$ cat src/rtl/sti_dac_gen2_if.sv
// Bundle of the frame-load, serial-out and pixel-memory-write signals of sti_dac_gen2.
// master: drives load/pi_* and observes pi_ready, serial and pixel outputs.
// slave:  the converter itself; samples load/pi_* and drives everything else.
interface sti_dac_gen2_if #(
    parameter int PI_W      = 16,
    parameter int PW        = 8,
    parameter int MEM_DEPTH = 256
);
    localparam int AW = $clog2(MEM_DEPTH);

    logic            load;
    logic [PI_W-1:0] pi_data;
    logic [1:0]      pi_length;
    logic            pi_fill;
    logic            pi_msb;
    logic            pi_low;
    logic            pi_end;
    logic            pi_ready;
    logic            so_data;
    logic            so_valid;
    logic            pixel_wr;
    logic [AW-1:0]   pixel_addr;
    logic [PW-1:0]   pixel_dataout;
    logic            pixel_finish;

    modport master (
        output load, pi_data, pi_length, pi_fill, pi_msb, pi_low, pi_end,
        input  pi_ready, so_data, so_valid, pixel_wr, pixel_addr, pixel_dataout, pixel_finish
    );

    modport slave (
        input  load, pi_data, pi_length, pi_fill, pi_msb, pi_low, pi_end,
        output pi_ready, so_data, so_valid, pixel_wr, pixel_addr, pixel_dataout, pixel_finish
    );
endinterface

$ cat src/rtl/sti_dac_gen2.sv
// Serialises a 1..4 half-word frame on so_data/so_valid and packs the same bits into PW-bit pixel words.
// Latency: first bit valid the cycle after the load edge; a word is written the cycle after its last bit.
// Backpressure: pi_ready gates load/pi_end; low while a frame shifts, during flush and forever once DONE.
// Ports: clk, reset (async, active-high), bus (sti_dac_gen2_if.slave: load/pi_* in, so_*/pixel_* out).
// Optional: define STI_PARITY_EN to append one even-parity bit after each frame (not packed to memory).
module sti_dac_gen2 #(
    parameter int PI_W      = 16,
    parameter int PW        = 8,
    parameter int MEM_DEPTH = 256
) (
    input logic           clk,
    input logic           reset,
    sti_dac_gen2_if.slave bus
);
    localparam int UNIT = PI_W / 2;
    localparam int BW   = 2 * PI_W;
    localparam int AW   = $clog2(MEM_DEPTH);
    localparam int CW   = $clog2(BW + 1);
    localparam int FW   = $clog2(PW + 1);

    typedef enum logic [2:0] {S_IDLE, S_SHIFT, S_PARITY, S_FLUSH, S_DONE} state_t;

    state_t          state_q;
    logic [BW-1:0]   buf_q;
    logic [CW-1:0]   cnt_q;        // bits still to emit after the current one
    logic            msb_q;
    logic            par_q;
    logic            so_data_q;
    logic            so_valid_q;
    logic            so_par_q;     // current serial bit is the parity bit
    logic [PW-1:0]   acc_q;
    logic [FW-1:0]   fill_q;
    logic [AW-1:0]   addr_q;
    logic            full_q;       // address MEM_DEPTH-1 already written
    logic            pixel_wr_q;
    logic [AW-1:0]   pixel_addr_q;
    logic [PW-1:0]   pixel_dat_q;
    logic            finish_q;
    logic            ready_q;

    logic [UNIT-1:0] half_w;
    logic [BW-1:0]   lo_w;         // frame with bit 0 at buffer bit 0
    logic [BW-1:0]   al_w;         // frame with bit N-1 at buffer bit BW-1
    logic [CW-1:0]   n_w;
    logic            first_w;
    logic            next_w;
    logic            pack_vld_w;
    logic            word_done_w;
    logic            last_addr_w;
    logic [PW-1:0]   pack_word_w;
    logic [PW-1:0]   part_word_w;
    logic            full_d;

    always_comb begin
        half_w = bus.pi_low ? bus.pi_data[PI_W-1:UNIT] : bus.pi_data[UNIT-1:0];
        n_w    = CW'(BW);
        lo_w   = {{PI_W{1'b0}}, bus.pi_data};
        al_w   = lo_w;
        case (bus.pi_length)
            2'b00: begin
                n_w  = CW'(UNIT);
                lo_w = {{(BW-UNIT){1'b0}}, half_w};
                al_w = {half_w, {(BW-UNIT){1'b0}}};
            end
            2'b01: begin
                n_w  = CW'(PI_W);
                al_w = {bus.pi_data, {PI_W{1'b0}}};
            end
            2'b10: begin
                n_w = CW'(3 * UNIT);
                if (bus.pi_fill) begin
                    lo_w = {{UNIT{1'b0}}, bus.pi_data, {UNIT{1'b0}}};
                    al_w = {bus.pi_data, {PI_W{1'b0}}};
                end else begin
                    al_w = {{UNIT{1'b0}}, bus.pi_data, {UNIT{1'b0}}};
                end
            end
            default: begin
                if (bus.pi_fill) begin
                    lo_w = {bus.pi_data, {PI_W{1'b0}}};
                    al_w = lo_w;
                end
            end
        endcase
        first_w = bus.pi_msb ? al_w[BW-1] : lo_w[0];
        next_w  = msb_q ? buf_q[BW-1] : buf_q[0];
    end

    // The packer consumes the registered serial bit, so a completed word is
    // written one cycle after its last bit appears on so_data.
    assign pack_vld_w  = so_valid_q & ~so_par_q;
    assign pack_word_w = (acc_q << 1) | PW'(so_data_q);
    assign word_done_w = pack_vld_w && (fill_q == FW'(PW - 1));
    assign last_addr_w = (addr_q == AW'(MEM_DEPTH - 1));
    assign full_d      = full_q | (word_done_w & last_addr_w);
    assign part_word_w = acc_q << (FW'(PW) - fill_q);

    always_ff @(posedge clk or posedge reset) begin
        if (reset) begin
            state_q      <= S_IDLE;
            buf_q        <= '0;
            cnt_q        <= '0;
            msb_q        <= 1'b0;
            par_q        <= 1'b0;
            so_data_q    <= 1'b0;
            so_valid_q   <= 1'b0;
            so_par_q     <= 1'b0;
            acc_q        <= '0;
            fill_q       <= '0;
            addr_q       <= '0;
            full_q       <= 1'b0;
            pixel_wr_q   <= 1'b0;
            pixel_addr_q <= '0;
            pixel_dat_q  <= '0;
            finish_q     <= 1'b0;
            ready_q      <= 1'b1;
        end else begin
            pixel_wr_q <= 1'b0;

            // Bit packer; words reaching a full memory are dropped.
            if (pack_vld_w) begin
                acc_q <= pack_word_w;
                if (word_done_w) begin
                    fill_q <= '0;
                    if (!full_q) begin
                        pixel_wr_q   <= 1'b1;
                        pixel_addr_q <= addr_q;
                        pixel_dat_q  <= pack_word_w;
                        addr_q       <= addr_q + 1'b1;
                        full_q       <= full_d;
                    end
                end else begin
                    fill_q <= fill_q + 1'b1;
                end
            end

            case (state_q)
                S_IDLE: begin
                    if (bus.pi_end) begin
                        ready_q <= 1'b0;
                        if (full_q) begin
                            state_q  <= S_DONE;
                            finish_q <= 1'b1;
                        end else begin
                            state_q <= S_FLUSH;
                        end
                    end else if (bus.load) begin
                        // First bit goes out at the load edge itself.
                        ready_q    <= 1'b0;
                        state_q    <= S_SHIFT;
                        msb_q      <= bus.pi_msb;
                        buf_q      <= bus.pi_msb ? (al_w << 1) : (lo_w >> 1);
                        cnt_q      <= n_w - CW'(1);
                        so_valid_q <= 1'b1;
                        so_data_q  <= first_w;
                        par_q      <= first_w;
                    end
                end
                S_SHIFT: begin
                    if (cnt_q != '0) begin
                        so_data_q <= next_w;
                        par_q     <= par_q ^ next_w;
                        buf_q     <= msb_q ? (buf_q << 1) : (buf_q >> 1);
                        cnt_q     <= cnt_q - 1'b1;
                    end else begin
`ifdef STI_PARITY_EN
                        so_data_q <= par_q;
                        so_par_q  <= 1'b1;
                        state_q   <= S_PARITY;
`else
                        so_valid_q <= 1'b0;
                        so_data_q  <= 1'b0;
                        if (full_d) begin
                            state_q  <= S_DONE;
                            finish_q <= 1'b1;
                        end else begin
                            state_q <= S_IDLE;
                            ready_q <= 1'b1;
                        end
`endif
                    end
                end
                S_PARITY: begin
                    so_valid_q <= 1'b0;
                    so_data_q  <= 1'b0;
                    so_par_q   <= 1'b0;
                    if (full_d) begin
                        state_q  <= S_DONE;
                        finish_q <= 1'b1;
                    end else begin
                        state_q <= S_IDLE;
                        ready_q <= 1'b1;
                    end
                end
                S_FLUSH: begin
                    // Partial word first (left-aligned), then zeros to the top address.
                    if (full_q) begin
                        state_q  <= S_DONE;
                        finish_q <= 1'b1;
                    end else begin
                        pixel_wr_q   <= 1'b1;
                        pixel_addr_q <= addr_q;
                        pixel_dat_q  <= (fill_q != '0) ? part_word_w : '0;
                        fill_q       <= '0;
                        acc_q        <= '0;
                        addr_q       <= addr_q + 1'b1;
                        full_q       <= last_addr_w;
                    end
                end
                default: ;
            endcase
        end
    end

    assign bus.pi_ready      = ready_q;
    assign bus.so_data       = so_data_q;
    assign bus.so_valid      = so_valid_q;
    assign bus.pixel_wr      = pixel_wr_q;
    assign bus.pixel_addr    = pixel_addr_q;
    assign bus.pixel_dataout = pixel_dat_q;
    assign bus.pixel_finish  = finish_q;
endmodule

$ cat src/flat_wrapper.sv
// flat-port wrapper written by rule: the top's interface ports become plain ports
module sti_dac_gen2_flat 
#(
    parameter int PI_W      = 16,
    parameter int PW        = 8,
    parameter int MEM_DEPTH = 256
)
  (clk, reset, bus_load, bus_pi_data, bus_pi_length, bus_pi_fill, bus_pi_msb, bus_pi_low, bus_pi_end, bus_pi_ready, bus_so_data, bus_so_valid, bus_pixel_wr, bus_pixel_addr, bus_pixel_dataout, bus_pixel_finish);
  sti_dac_gen2_if #(.PI_W(PI_W), .PW(PW), .MEM_DEPTH(MEM_DEPTH)) bus_i ();
  input logic clk;
  input logic reset;
  input wire logic [$bits(bus_i.load)-1:0] bus_load;
  input wire logic [$bits(bus_i.pi_data)-1:0] bus_pi_data;
  input wire logic [$bits(bus_i.pi_length)-1:0] bus_pi_length;
  input wire logic [$bits(bus_i.pi_fill)-1:0] bus_pi_fill;
  input wire logic [$bits(bus_i.pi_msb)-1:0] bus_pi_msb;
  input wire logic [$bits(bus_i.pi_low)-1:0] bus_pi_low;
  input wire logic [$bits(bus_i.pi_end)-1:0] bus_pi_end;
  output wire logic [$bits(bus_i.pi_ready)-1:0] bus_pi_ready;
  output wire logic [$bits(bus_i.so_data)-1:0] bus_so_data;
  output wire logic [$bits(bus_i.so_valid)-1:0] bus_so_valid;
  output wire logic [$bits(bus_i.pixel_wr)-1:0] bus_pixel_wr;
  output wire logic [$bits(bus_i.pixel_addr)-1:0] bus_pixel_addr;
  output wire logic [$bits(bus_i.pixel_dataout)-1:0] bus_pixel_dataout;
  output wire logic [$bits(bus_i.pixel_finish)-1:0] bus_pixel_finish;
  assign bus_i.load = bus_load;
  assign bus_i.pi_data = bus_pi_data;
  assign bus_i.pi_length = bus_pi_length;
  assign bus_i.pi_fill = bus_pi_fill;
  assign bus_i.pi_msb = bus_pi_msb;
  assign bus_i.pi_low = bus_pi_low;
  assign bus_i.pi_end = bus_pi_end;
  assign bus_pi_ready = bus_i.pi_ready;
  assign bus_so_data = bus_i.so_data;
  assign bus_so_valid = bus_i.so_valid;
  assign bus_pixel_wr = bus_i.pixel_wr;
  assign bus_pixel_addr = bus_i.pixel_addr;
  assign bus_pixel_dataout = bus_i.pixel_dataout;
  assign bus_pixel_finish = bus_i.pixel_finish;
  sti_dac_gen2 #(.PI_W(PI_W), .PW(PW), .MEM_DEPTH(MEM_DEPTH)) u_core (.clk(clk), .reset(reset), .bus(bus_i));
endmodule
$ cat config.mk
export PLATFORM = sky130hd
export DESIGN_NAME = sti_dac_gen2_flat
export DESIGN_NICKNAME = d
export VERILOG_FILES = /design/src/rtl/sti_dac_gen2_if.sv /design/src/rtl/sti_dac_gen2.sv /design/src/flat_wrapper.sv
export SDC_FILE = /design/constraint.sdc
export NUM_CORES = 1
export LEC_CHECK = 0
export BUFFER_PORTS_ARGS = -buffer_cell sky130_fd_sc_hd__buf_2
export CAP_MARGIN = 20
export CORE_ASPECT_RATIO = 1.1
export CORE_MARGIN = 1
export CORE_UTILIZATION = 50
export CTS_BUF_LIST = sky130_fd_sc_hd__clkbuf_2
export DETAILED_ROUTE_END_ITERATION = 10
export PLACE_DENSITY_LB_ADDON = 0.2
export SYNTH_ARGS = -nofsm -noshare
export SYNTH_HDL_FRONTEND = slang
export SYNTH_SLANG_ARGS = --single-unit
export TNS_END_PERCENT = 100
$ cat constraint.sdc
create_clock -name clk -period 5.6 [get_ports clk]
set_input_delay 0 -clock clk [delete_from_list [all_inputs] [get_ports clk]]
set_output_delay 0 -clock clk [all_outputs]
set_load 0.005 [all_outputs]
**Word level (Yosys, flattened, before mapping)**

Index checks and enable logic that the tools add are counted.

- Bits of input ports: 25
- Logic and storage cells: 131
- Register bits: 84

- $add $sub $neg: 5
- Reductions and logical operators: 15
- Bitwise operators: 4
- Multiplexer cells: 77
- Shift-type cells: 1
- Equal/unequal tests: 14

Operators by type and width:

| kind | number |
|---|---|
| $mux W32 | 7 |
| $pmux W32 S3 | 2 |
| $mux W8 | 20 |
| $pmux W32 S2 | 1 |
| $mux W1 | 26 |
| $mux W24 | 1 |
| $mux W3 | 6 |
| $mux W6 | 3 |
| $pmux W6 S3 | 1 |
| $mux W4 | 4 |
| $pmux W3 S4 | 1 |
| $pmux W6 S2 | 1 |
| $reduce_and A3 Y1 | 4 |
| $reduce_and A4 Y1 | 3 |
| $sub A6 B1 Y6 const B | 2 |
| $pmux W1 S3 | 3 |
| $add A8 B1 Y8 const B | 1 |
| $eq A8 B8 Y1 const B | 1 |
| $ne A2 B2 Y1 const B | 4 |
| $or A8 B1 Y8 | 1 |
| $reduce_bool A4 Y1 | 2 |
| $shl A8 B4 Y8 | 1 |
| $eq A3 B2 Y1 const B | 2 |
| $reduce_bool A6 Y1 | 1 |
| 17 further kinds | 18 |

**Logic depth before layout (Yosys ltp)**

Gate-level depths: netlist (run 1).

- Depth after elaboration: 9
- Gate-level depth with buffers: 10
- Gate-level depth less buffers: 7

**Least setup slack after synthesis (run 1)**

No wires, ideal clock.

- Kind: register to register
- Start point: reg u_core.fill_q[0]
- End point: reg u_core.pixel_dat_q[4] (netlist: u_core.bus.pixel_dataout[4])
- Buffers on the path: 3
- Period minus slack after synthesis: 2147 ps
- Cell stages (with the launch flop): 9
- Data arrival time: 2064 ps
- Path slack: 3453 ps
- Library setup time: 83 ps
- Cells stage by stage: dfrtp_1 clkbuf_1 buf_1 inv_1 ha_1 buf_1 mux2i_1 a21oi_1 o22ai_1

- Word-level cells in the longest chain between the ends: 6
- Elaborated cells between the ends (all ways): 10
- Those cells by class: 1 x add/sub; 1 x eq/ne; 1 x shift; 5 x mux; 2 x reduce/logical

Ends and longest elaborated chain:

| element | line | source |
|---|---|---|
| start: declaration | sti_dac_gen2.sv:32 | `logic [FW-1:0] fill_q;` |
| start signal: assignment | sti_dac_gen2.sv:133 | `fill_q <= fill_q + 1'b1;` |
| parallel branches: the longest is 5 deep, another holds $sub A4 B4 Y4 | - |  |
| $mux W8 * | sti_dac_gen2.sv:137 | `case (state_q)` |
| end signal: assignment | sti_dac_gen2.sv:128 | `pixel_dat_q <= pack_word_w;` |
| end signal: assignment | sti_dac_gen2.sv:203 | `pixel_dat_q <= (fill_q != '0) ? part_word_w : '0;` |
| end: declaration | sti_dac_gen2.sv:37 | `logic [PW-1:0] pixel_dat_q;` |

Every way passes the cells marked *.
A chain may end at the register's enable or synchronous reset.

**Worst setup path after layout (run 1)**

- Start point: reg u_core.state_q[0]
- End point: reg u_core.buf_q[26]

- Word-level cells in the longest chain between the ends: 3
- Elaborated cells between the ends (all ways): 8
- Those cells by class: 4 x eq/ne; 1 x mux; 3 x reduce/logical

Ends and longest elaborated chain:

| element | line | source |
|---|---|---|
| start: declaration | sti_dac_gen2.sv:23 | `state_t state_q;` |
| start signal: assignment | sti_dac_gen2.sv:100 | `state_q <= S_IDLE;` |
| start signal: assignment | sti_dac_gen2.sv:142 | `state_q <= S_DONE;` |
| start signal: assignment | sti_dac_gen2.sv:145 | `state_q <= S_FLUSH;` |
| $eq A3 B1 Y1 or $logic_not A3 Y1 (tied branches) | sti_dac_gen2.sv:137 |  |
| $ne A2 B1 Y1 (no line) (tied with other cells) | - |  |
| $reduce_and A4 Y1 (no line) | - |  |
| end signal: assignment | sti_dac_gen2.sv:152 | `buf_q <= bus.pi_msb ? (al_w << 1) : (lo_w >> 1);` |
| end signal: assignment | sti_dac_gen2.sv:163 | `buf_q <= msb_q ? (buf_q << 1) : (buf_q >> 1);` |
| end: declaration | sti_dac_gen2.sv:24 | `logic [BW-1:0] buf_q;` |

Parallel ways exist; a longest one is shown, timed or not.

==> results of run 1 <==
## synthesized netlist by cell type (13+ instances only)
master    instances
dfrtp_1          83
nand2_1          79
o21ai_0          61
a21oi_1          53
clkbuf_1         41
mux2i_1          40
mux2_2           35
nor2_1           28
a22oi_1          20
a211oi_1         16
a221oi_1         16
nand3_1          15
buf_2            14
nand2b_1         14
a22o_1           13
inv_1            13
o22ai_1          13
## flip-flops by register name, summed over array words and instances, names as in the netlist, named ones only
| register | cells |
|---|---|
| u_core.buf_q | 32 |
| u_core.acc_q | 8 |
| u_core.bus.pixel_dataout | 8 |
| u_core.addr_q | 7 |
| u_core.cnt_q | 6 |
| u_core.fill_q | 4 |
| u_core.state_q | 3 |
| u_core.bus.pi_ready | 1 |
| u_core.bus.pixel_addr | 1 |
| u_core.bus.pixel_finish | 1 |
| u_core.bus.pixel_wr | 1 |
| u_core.bus.so_data | 1 |
| u_core.bus.so_valid | 1 |
| u_core.full_q | 1 |
| u_core.msb_q | 1 |
## worst max-delay path, cell delays in order, from the launching register on
cell and delay, ps:
dfrtp_1 650, nor3b_2 720, buf_4 370, nor2_1 140, o311ai_0 130, o221ai_1 170
dlygate4sd3_1 590, o21ai_1 120
## layer usage
layer	up-vias	share of wire, %
li1	2560	-
met1	2592	45
met2	165	49
met3	23	4.4
met4	0	2.2
met5	-	0
## cells by family (layout without fill, tap and decap cells)
kind of cell / after synthesis / count (layout) / share of synthesized area (%)
XOR/XNOR: 9 / 9 / 1.33
AO/OA/AOI/OAI: 239 / 239 / 26.6
AND/OR/NAND/NOR: 181 / 181 / 15.0
adder cells (fa/ha/maj): 10 / 10 / 2.08
flip-flops: 84 / 84 / 35.6
multiplexers: 76 / 76 / 13.7
other: 0 / 1 / 0
buffers and inverters: 77 / 105 / 5.66
## where the power goes
part / switching (W) / internal [W]
logic: 0.000670 / 0.000589
clock network: 0.000224 / 0.000152
registers: 0.000263 / 0.000837
## final cells by class
class	count	area [um^2]	area share [%]
Multi-Input combinational cell	515	3480	53.5
Timing Repair Buffer	76	536	8.24
Antenna cell	1	2.50	0.0385
Tap cell	150	188	2.89
Inverter	13	50.0	0.770
Clock inverter	7	98.8	1.52
Clock buffer	9	45.0	0.693
Sequential cell	84	2100	32.4
## worst min-delay path by stage
stage                               start                end  slack [ps]  cells past startpoint
after floorplan                bus_pi_end  u_core.state_q[1]         130                      2
after global placement         bus_pi_end  u_core.state_q[1]         310                      3
after detailed placement       bus_pi_end  u_core.state_q[1]         310                      3
after CTS                 bus_pi_data[10]    u_core.buf_q[9]          10                      5
after global routing      bus_pi_data[10]   u_core.buf_q[27]          70                      4
final                     bus_pi_data[10]    u_core.buf_q[9]          90                      5
## layout by cell type, fill, tap and decap left out, types with 16 or more instances in the layout
cell type      netlist  layout
buf_2               14      45
a22oi_1             20      20
a211oi_1            16      16
dlygate4sd3_1        0      23
a21oi_1             53      53
dfrtp_1             83      83
a221oi_1            16      16
mux2_2              35      35
o21ai_0             61      61
mux2i_1             40      40
nor2_1              28      28
nand2_1             79      79
## timing repair
action | in CTS | in global routing
hold buffers | 22 | 1
setup buffers | 0 | 0
hold endpoints to repair | 111 | 18
## through the flow
step	instances	power [W]	hold WS (ps)	setup slack (ps)	area, um^2
6_report	855	0.00273	86.0	2640	6500
5_1_grt	854	0.00296	68.1	2370	6500
4_1_cts	852	0.00274	12.2	2660	6460
3_5_place_dp	814	0.00233	305	3030	6090
3_3_place_gp	814	0.00229	311	3140	6090
2_1_floorplan	676	0.00204	133	3440	5910
==> results.cfg, run 1 <==
[status]
status = complete, no violations

[global_route]
grt_pass1_wl_mm = 25.0
grtUsageMet2_pct = 44.2
grt.busiest_layer = met2
grt_pass1_vias = 4982
grt_max_degree = 85
antenna_found_initial = 0
use_met3_pct = 3.09
track_usage_pct = 25.7
grt_overflow_total = 0
use_met1_pct = 33.2

[job]
max_cap_violations = 0

[synth]
syn_area_per_cell_um2 = 8.74
postSynth.asyncResetShare_pct = 100
synth_top_area_share_pct = 35.2
syn_inst = 676
postSynthRegisterBits = 84
yosys.area.top_type = dfrtp_1
synth_cell_types = 66
ys_top_cells_by_area = dfrtp_1, mux2i_1, mux2_2
synthFlopType = dfrtp_1
seq_area_frac_synth_pct = 35.6
synth_edf_count = 0
yosys_warnings = 0
synth_area_um2 = 5910
syn_nets = 710

[sta]
clock_skew_ps = 20.9
drv_slew = 0
timing.setup.tns_ps = 0
max_freq_mhz = 338
timing.final.crit_share_pct = 52.9
final-setup-viol-count = 0
layout_min_cycle_time_ps = 2960
hold_violations = 0
tightest_slew_ps = 1020
slew_headroom_pct = 32.1
grt_setup_unrepaired = false

[route]
dr.pass1.iters = 5
ant_nets = 0
post-route-drc-count = 0
routedWlPerCell_um = 17.6
dr_total_vias = 5340
drt-total-wl_mm = 15.0
first_iter_violations = 325
viasPerCell = 6.25

[pwr]
leakagePower_nw = 2.75
power_density_nw_per_um2 = 421
peakVddDrop_mv = 0.197

[clocking]
cts_tree = yes
htreeDepth = 3
clk_latency_ps = 560
cts_resized = 0
path_clk_slew_ps = 250
clockBufferDepth = 2
cts_root_buf = clkbuf_2
cts.sinks = 84
cts_made_buffers = 9

[setup_path]
critPathLaunchType = flip-flop
reg2reg_from = u_core.state_q[0]
reg2reg_depth = 7
startpoint = u_core.state_q[0]
critPathCaptureType = flip-flop
critical_path_required_ps = 6090
endpoint = u_core.buf_q[26]
crit_path_max_fanout = 20
criticalPathCategory = flip-flop to flip-flop
arrival_ps = 3450
worstReg2RegEnd = u_core.buf_q[26]
rrSetupSlack_ps = 2640

[final_layout]
post-route-util_pct = 56.6
syn2layout_area_growth_pct = 10.0
fill_cells = 1091
drive_above_1_share_pct = 17.2
fin_nets = 733

[floorplan]
die_h_um = 116
core.rowCount = 41
pin_count = 46
core_area_um2 = 11500
die_w_um = 106
die-area_um2 = 12300
start_util_pct = 51.4

[min_path]
hold_class = primary input to flip-flop

[place]
dpl.hpwl_mm = 10.1
io_buffers = 45
globalplace.congestion = 0.902
No activity file was read; power rests on OpenSTA's default activity.
==> run 2: changes to the inputs <==
==> constraint.sdc (replaced) <==
create_clock -name clk -period 2.75 [get_ports clk]
set_input_delay 0 -clock clk [delete_from_list [all_inputs] [get_ports clk]]
set_output_delay 0 -clock clk [all_outputs]
set_load 0.005 [all_outputs]
==> run 2 against run 1 <==
Via count down 1.2%. Setup slack got worse by 2300 ps. Clock power rose by 96%. Register-to-register slack worse by 2300 ps. Critical path depth did not move. Utilization up 0.34 points. Flip-flop and latch count unchanged. First-iteration DRC count increased by 2.2%. Wire length about the same. Largest cell class unchanged. Largest power group unchanged. Highest routed layer unchanged.
==> results.cfg, run 2 (synthesized netlist as in run 1, its figures left out) <==
[final_layout]
regMostFlops = u_core.buf_q
drive_above_1_share_pct = 18.5
insertedDiodeCount = 0
fin_nets = 741
final_common_cell = dfrtp_1
mostFrequentLayoutCells = dfrtp_1, nand2_1, o21ai_0, a21oi_1, buf_2
largest_register_ffs = 32
syn2layout_area_growth_pct = 10.7

[clocking]
cts.sinks = 84
clockBufferDepth = 2
cts_made_buffers = 9
cts_root_buf = clkbuf_2
cts_tree = yes
clk_latency_ps = 540
cts_resized = 0
htreeDepth = 3
path_clk_slew_ps = 240

[route]
dr.pass1.iters = 4
dr_total_vias = 5275
post-route-drc-count = 0
drt-total-wl_mm = 15.0
first_iter_violations = 332
viasPerCell = 6.12
routedWlPerCell_um = 17.4
ant_nets = 0

[pwr]
power_density_nw_per_um2 = 855
p_comb_share_pct = 46.3
peakVddDrop_mv = 0.415
sw_frac_of_total_pct = 41.8
p_int_w = 0.00325
netSwitchingPower_w = 0.00233
sequentialPowerShare_pct = 40.5
clkPwrFrac_pct = 13.2
leakagePower_nw = 2.79

[setup_path]
arrival_ps = 2900
crit_family = buffers and inverters
criticalPathCategory = flip-flop to flip-flop
crit_slowest_cell = dfrtp_1
critPathLaunchType = flip-flop
crit_chain = nor2_1 -> nand2_1 -> buf_4 -> o21ai_0 -> a31oi_1 -> dlygate4sd3_1 -> o21ai_0
rrSetupSlack_ps = 310
max_stage_delay_ps = 610
crit_buf_inv = 2
critical_path_required_ps = 3210
crit_path_max_fanout = 30
critPathCaptureType = flip-flop
path_common_cell = o21ai_0

[min_path]
hold_class = primary input to flip-flop

[floorplan]
die-area_um2 = 12300
core.rowCount = 41
core_area_um2 = 11500
die_w_um = 106
start_util_pct = 51.4
die_h_um = 116
pin_count = 46

[sta]
max_freq_mhz = 410
grt_setup_unrepaired = false
timing.final.crit_share_pct = 88.6
layout_min_cycle_time_ps = 2440
final-setup-viol-count = 0
drv_slew = 0
slew_headroom_pct = 53.6
clock_skew_ps = 33.7
hold_ws_ps = 103
tightest_slew_ps = 695
timing.setup.tns_ps = 0
hold_violations = 0

[place]
dpl.hpwl_mm = 10.5
globalplace.congestion = 0.939
io_buffers = 45

[status]
status = complete, no violations

[global_route]
grt_overflow_total = 0
grt_max_degree = 55
track_usage_pct = 25.7
grt_pass1_vias = 5007
antenna_found_initial = 0
grt_pass1_wl_mm = 25.1

[job]
max_cap_violations = 0
[run 2: path summary, 6_finish.rpt]
kind	cells after the start	to	from
max in group asynchronous	5	u_core.bus.pi_ready	reset
worst min register to register	1	u_core.bus.pixel_finish	u_core.bus.pixel_finish
worst max register to register	7	u_core.buf_q[19]	u_core.state_q[1]
worst max-delay path	7	u_core.buf_q[19]	u_core.state_q[1]
worst min-delay path	4	u_core.buf_q[26]	bus_pi_msb
min in group asynchronous	4	u_core.bus.pixel_dataout[2]	reset
[run 2: routing by layer]
metal	part of all wire [%]	up-vias	track usage, %
met5	0	-	0
met2	48	155	43.8
met3	4.1	21	3.60
met1	46	2539	33.4
li1	-	2560	-
met4	2.0	0	10.0
[run 2: timing repair]
item | 4_1_cts | 5_1_grt
buffers inserted | 0 | 0
hold buffers | 20 | 0
endpoints found under the hold margin | 106 | 0
[run 2: area by class of cell]
class | instances | area (um^2)
sequential | 84 | 2100
fill | 1064 | 4950
timing repair buffer | 84 | 581
inverter | 13 | 50.0
clock buffer | 11 | 55.1
multi-input combinational | 515 | 3480
tap | 150 | 188
clock inverter | 5 | 85.1
[run 2: worst register-to-register path, cell delays in order, from the launching register on]
cell and delay (ps):
dfrtp_1 610, nor2_1 130, nand2_1 350, buf_4 350, o21ai_0 170, a31oi_1 150
dlygate4sd3_1 550, o21ai_0 80
[run 2: power by group through the flow]
stage / logic [W] / clock network [W] / registers, W
after global routing: 0.00289 / 0.000817 / 0.00234
after detailed placement: 0.00254 / 0 / 0.00228
final: 0.00259 / 0.000738 / 0.00226
after CTS: 0.00259 / 0.000770 / 0.00226
after global placement: 0.00248 / 0 / 0.00225
after floorplan: 0.00213 / 0 / 0.00203
[run 2: metrics by stage]
step,power (W),setup WS (ps),utilization [%],instances,area (um^2)
2_1_floorplan,0.00416,587,-,676,5910
3_3_place_gp,0.00473,587,53.9,826,6200
3_5_place_dp,0.00482,464,53.9,826,6200
4_1_cts,0.00562,329,56.9,862,6540
5_1_grt,0.00604,76.0,56.9,862,6540
6_report,0.00559,313,56.9,862,6540
